==> config.mk <==
export PLATFORM = sky130hd
export DESIGN_NAME = hilo_acc_unit
export DESIGN_NICKNAME = d
export VERILOG_FILES = /design/src/rtl/hilo_acc_unit.sv
export SDC_FILE = /design/constraint.sdc
export NUM_CORES = 1
export LEC_CHECK = 0
export CAP_MARGIN = 30
export CORE_ASPECT_RATIO = 1.5
export CORE_UTILIZATION = 34
export DETAILED_ROUTE_END_ITERATION = 8
export GPL_ROUTABILITY_DRIVEN = 0
export GPL_TIMING_DRIVEN = 1
export PLACE_DENSITY_LB_ADDON = 0.15
export SYNTH_ARGS = -nofsm -noshare
export SYNTH_HDL_FRONTEND = slang
export SYNTH_SLANG_ARGS = --single-unit
==> constraint.sdc <==
create_clock -name clk -period 5.43 [get_ports clk]
set_input_delay 0.543 -clock clk [delete_from_list [all_inputs] [get_ports clk]]
set_output_delay 0.543 -clock clk [all_outputs]
set_load 0.02 [all_outputs]
==> src/rtl/hilo_acc_unit.sv <==
// HI/LO result register pair with a scoreboard for a variable-latency MD unit,
// MADD/MSUB-style accumulate into {HI,LO} and a stall output while a result is pending.
module hilo_acc_unit #(
  parameter int unsigned WIDTH  = 32,
  parameter bit          ACC_EN = 1'b1
) (
  input  logic             clk,
  input  logic             reset,
  input  logic             md_start,
  input  logic [1:0]       md_op,
  input  logic             md_done,
  input  logic [WIDTH-1:0] md_hi,
  input  logic [WIDTH-1:0] md_lo,
  input  logic             mthi_we,
  input  logic             mtlo_we,
  input  logic [WIDTH-1:0] mt_wdata,
  input  logic             rd_req,
  output logic [WIDTH-1:0] hi_rdata,
  output logic [WIDTH-1:0] lo_rdata,
  output logic             busy,
  output logic             stall
);

  localparam int unsigned DW = 2 * WIDTH;

  localparam logic [1:0] OP_ADD = 2'b01;
  localparam logic [1:0] OP_SUB = 2'b10;

  typedef enum logic [1:0] {
    S_IDLE = 2'd0,
    S_WAIT = 2'd1,
    S_ACC  = 2'd2
  } state_e;

  state_e           state_q;
  logic [1:0]       op_q;
  logic [DW-1:0]    opnd_q;
  logic [WIDTH-1:0] hi_q;
  logic [WIDTH-1:0] lo_q;
  logic             busy_q;

  logic [DW-1:0]    hilo;
  logic [DW-1:0]    acc_res;
  logic             acc_take;

  // Full-width add/sub so carry and borrow cross from LO into HI.
  assign hilo     = {hi_q, lo_q};
  assign acc_res  = (op_q == OP_SUB) ? (hilo - opnd_q) : (hilo + opnd_q);
  assign acc_take = ACC_EN && ((op_q == OP_ADD) || (op_q == OP_SUB));

  always_ff @(posedge clk or posedge reset) begin
    if (reset) begin
      state_q <= S_IDLE;
      op_q    <= 2'b00;
      opnd_q  <= '0;
      hi_q    <= '0;
      lo_q    <= '0;
      busy_q  <= 1'b0;
    end else begin
      case (state_q)
        S_IDLE: begin
          // md_done here is stale and ignored.
          if (mthi_we) hi_q <= mt_wdata;
          if (mtlo_we) lo_q <= mt_wdata;
          if (md_start) begin
            op_q    <= md_op;
            state_q <= S_WAIT;
            busy_q  <= 1'b1;
          end
        end
        S_WAIT: begin
          if (md_done) begin
            if (acc_take) begin
              opnd_q  <= {md_hi, md_lo};
              state_q <= S_ACC;
            end else begin
              hi_q    <= md_hi;
              lo_q    <= md_lo;
              state_q <= S_IDLE;
              busy_q  <= 1'b0;
            end
          end
        end
        S_ACC: begin
          {hi_q, lo_q} <= acc_res;
          state_q      <= S_IDLE;
          busy_q       <= 1'b0;
        end
        default: begin
          state_q <= S_IDLE;
          busy_q  <= 1'b0;
        end
      endcase
    end
  end

  assign hi_rdata = hi_q;
  assign lo_rdata = lo_q;
  assign busy     = busy_q;
  // Requests that would touch HI/LO are held off while a result is in flight.
  assign stall    = busy_q & (rd_req | mthi_we | mtlo_we | md_start);

endmodule

Yosys cells after proc, flatten, opt, wreduce, memory -nomap -nowiden --
Index checks and enable logic that the tools add are counted. W data, S select, Z words.
Cells by class: add/sub/neg operators 2, eq/ne operators 9, bitwise operators 4, muxes and demuxes 17, reduce and logical (&&, ||, !) cells 9
Operators by type and width (count):
- $mux W32 | 6
- $pmux W32 S3 | 2
- $add A64 B64 Y64 | 1
- $mux W64 | 1
- $sub A64 B64 Y64 | 1
- $ne A2 B2 Y1 const B | 5
- $reduce_and A4 Y1 | 2
- $mux W2 | 3
- $reduce_and A3 Y1 | 2
- $eq A2 B1 Y1 const B | 2
- $eq A2 B2 Y1 const B | 2
- $pmux W2 S2 | 1
- $reduce_and A2 Y1 | 2
- $mux W1 | 3
- $or A1 B1 Y1 | 3
- $reduce_bool A3 Y1 | 1
- $logic_not A2 Y1 | 1
- $pmux W1 S2 | 1
- $and A1 B1 Y1 | 1
- $logic_or A1 B1 Y1 | 1
Storage, ports and cells: bits of input ports 105, output and inout port bits 66, word-level logic and storage cells 47, register bits 133

Longest topological paths before layout --
depth in word-level cells 5, mapped depth 21

Least setup slack after synthesis --
Ideal clock, no wire load.
kind flip-flop to flip-flop, start point register opnd_q[4], end point register hi_q[27], in the netlist hi_rdata[27], cell stages (with the launch flop) 18, data arrival time 4299 ps, library setup time 126 ps, required time 5304 ps, buffers on the path 1, slack 1005 ps, cells stage by stage dfrtp_1 > or4_4 > nor4_4 > nor2b_1 > nand4_1 > nor3_2 > a41o_1 > xor2_1 > ha_1 > clkbuf_1 > a21o_1 > a21o_1 > a21oi_1 > o221ai_1 > a221o_1 > a31oi_1 > xnor2_1 > a221o_1
On the way: word-level cells in the longest chain between the ends 3, elaborated cells between the ends (all ways) 4, those cells by class add/sub (2); mux (2)
Ends and longest elaborated chain:
- start, declared | line 37 | logic [DW-1:0] opnd_q;
- start signal, assigned | line 74 | opnd_q <= {md_hi, md_lo};
- $add A64 B64 Y64 / $sub A64 B64 Y64 (equally long branches) | line 48 | assign acc_res = (op_q == OP_SUB) ? (hilo - opnd_q) : (hilo + opnd_q);
- $mux W64 (*) | line 48
- $pmux W32 S3 (*) | line 60 | case (state_q)
- end signal, assigned | line 63 | if (mthi_we) hi_q <= mt_wdata;
- end signal, assigned | line 77 | hi_q <= md_hi;
- end signal, assigned | line 85 | {hi_q, lo_q} <= acc_res;
- end, declared | line 38 | logic [WIDTH-1:0] hi_q;
Every way passes the cells marked *; elsewhere a longest branch is shown, timed or not. A chain may end at the register's enable or synchronous reset.

Worst setup path after layout --
start point register opnd_q[4], end point register hi_q[30], in the netlist hi_rdata[30]
The elaborated chain is that of the path after synthesis.

==> flow_summary.yaml <==
status:
  status: "complete, but fails checks"
  violations: "design-rule violations"
logic_synthesis:
  synth-edff-count: 0
  dominantRegCellSynth: "dfrtp_1"
  ys_seq_elements: 133
  netlist_top_cells_area: "dfrtp_1, ha_1, xnor2_1"
  yosys.area.top_type: "dfrtp_1"
  synth_top_cells_by_count: "nand2_1, nor2_1, a21oi_1"
  synth_nets: 1586
  synth_area_per_cell_um2: 8.194
  syn_inst: 1411
  ys_async_sr_fraction_pct: 100.0
  synth.distinct_cells: 86
  yosysSeqAreaShare_pct: 28.79
  syn_area_um2: 11560
  synth_top_area_share_pct: 28.79
  synth_most_common_cell: "nand2_1"
  synth_warnings: 0
clock_tree:
  cts.clk_slew.worst_paths_ns: 0.06
  hold_buffers: 0
  ctsResizeCount: 0
  post_cts_buffers: 0
  clockRootBuffer: "clkbuf_16"
  clk_latency_ns: 0.46
  cts.sinks: 133
  numCtsBuffers: 17
  tritoncts: "built"
  cts.path.max_buffers: 2
  h-tree-depth: 4
die:
  die_w_um: 152.6
  io-pin-count: 171
  die_h_um: 227.8
  rows: 82
  initial_core_util_pct: 34.57
  coreArea_um2: 33450
  die_area_um2: 34760
sta:
  fin_ws_ns: 0.3732
  max_freq_mhz: 197.8
  fin_crit_ns: 5.057
  hold_viol_final: 0
  tightestPinTransition_ns: 0.9964
  min_period_over_period_pct: 93.13
  rsz0062_at_grt: "false"
  slew_violations: 0
  setup_viol: 0
  skew_ns: 0.02200
  finalSetupTns_ns: 0
  slew_headroom_pct: 33.33
global_routing:
  antenna_found_initial: 1
  grt_max_degree: 88
  grt_pass1_vias: 11400
  overflow: 0
  grt_use_total_pct: 27.15
  grt_pass1_wl_mm: 70.63
setup_path:
  critPathSlowestCell: "or4_4"
  crit_path_cell_trace: "or4_4 > nor4_4 > nor2b_1 > buf_4 > nand4_1 > nor3_2 > a41o_1 > xor2_1 > ha_1 > nand2_1 > nor2_1 > and3_1 > and3_1 > and2_1 > a31oi_1 > o2bb2ai_1 > xor2_1 > o22ai_1"
  endpoint_kind: "register"
  worstPathArrival_ns: 5.38
  r2r_cells: 18
  startpoint_type: "register"
  cp_max_fo: 7
  cp_data_required_time_ns: 5.75
  cp_slowest_stage_delay_ns: 0.57
  critical_path_class: "register to register"
place:
  post-place-ws_ns: 0.4903
  place_hpwl_mm: 36.89
  io_buffers: 170
  placedCellCount: 1928
final_layout:
  fill_cells: 3426
  fin_util_pct: 42.35
  finalNetCount: 1703
  antenna_cells: 0
  drive_above_1_share_pct: 9.759
  stdcell_count: 1957
  area.growth.synth_to_final_pct: 22.51
flow_run:
  cap_violations: 0
worst_hold_path:
  whs_path_depth: 1
  hold_class: "register to register"
detailed_routing:
  drc: 13
  vias: 11440
  post_drt_wl_per_cell_um: 23.95
  vias_per_cell: 5.845
  antenna_left: 0
  drtPass1Iterations: 9
  wl_mm: 46.86
  drtIter0Drc: 763
[per-stage QoR]
step	area [um2]	hold slack, ns
floorplan	11560	0.4793
CTS	14140	0.5057
global placement	13590	0.4883
global route	14160	0.5281
detailed placement	13590	0.4928
finish	14160	0.5045
[critical path: cells and delay by family (launching register included)]
family / cells / cell delay [ns]
compound gates: 4 / 1.01
xor+xnor: 2 / 0.34
fa+ha+maj: 1 / 0.33
buf+inv: 1 / 0.17
flops: 1 / 0.43
simple gates: 10 / 2.65
[layout make-up]
type	count	area, um2	area share [%]
clock inverters	4	47.55	0.3357
repair buffers	185	1834	12.95
flip-flops and latches	133	3328	23.50
multi-input cells	1158	7797	55.05
clock buffers	24	501.7	3.542
well taps	420	525.5	3.710
inverters	33	128.9	0.9099
[layer usage]
layer	part of all wire [%]	GRT usage [%]
met2	50	47.98
met4	6.4	17.55
met3	6.0	4.635
met1	37	29.90
met5	0.019	0
[path summary, 6_finish.rpt]
| kind | slack [ns] | endpoint | start |
|---|---|---|---|
| min reg2reg | 0.50 | op_q[0]$_DFFE_PP0P_ | op_q[0]$_DFFE_PP0P_ |
| max in group asynchronous | 3.64 | hi_rdata[2]$_DFFE_PP0P_ | reset |
| max reg2reg | 0.37 | hi_rdata[30]$_DFFE_PP0P_ | opnd_q[4]$_DFFE_PP0P_ |
| min in group asynchronous | 0.62 | opnd_q[59]$_DFFE_PP0P_ | reset |
| max | 0.37 | hi_rdata[30]$_DFFE_PP0P_ | opnd_q[4]$_DFFE_PP0P_ |
| min | 0.50 | op_q[0]$_DFFE_PP0P_ | op_q[0]$_DFFE_PP0P_ |
[kinds of logic (layout without fill, tap and decap cells)]
family	count (synthesis)	count (layout)	synth area share [%]
and+or+nand+nor	478	478	19.55
muxes	71	71	6.872
xor gates and xnor gates	118	118	8.939
AOI/OAI and AO/OA	421	421	24.17
adders and majority gates	70	70	7.641
buffers and inverters	120	246	4.047
DFF	133	133	28.79
[sequential cells by signal, summed over array words and instances (netlist names)]
register / flops
hi_rdata: 32
busy: 1
opnd_q: 64
state_q: 2
op_q: 2
lo_rdata: 32
[placed cells by master (no fill, tap or decap), types with 7 or more instances in the layout]
master	instances
clkdlybuf4s50_1	170
nand2_1	154
nor2_1	150
a21oi_1	141
dfrtp_1	133
xnor2_1	95
mux2_2	67
ha_1	65
o21ai_0	64
nor3_1	39
o31ai_1	35
a21o_1	35
inv_1	32
nand3_1	27
xor2_1	23
nand4_1	19
a31oi_1	17
clkbuf_16	17
nor2b_1	16
nand2b_1	16
buf_4	14
a211oi_1	13
o21bai_1	11
nor4_1	11
a221oi_1	10
o22ai_1	9
and2_1	8
o221ai_1	8
o211ai_1	7
o21a_1	7
or3_1	7
and3_1	7
Power is not shown: default switching activity piles up to over one toggle a cycle in this logic, so the estimate is an artifact.
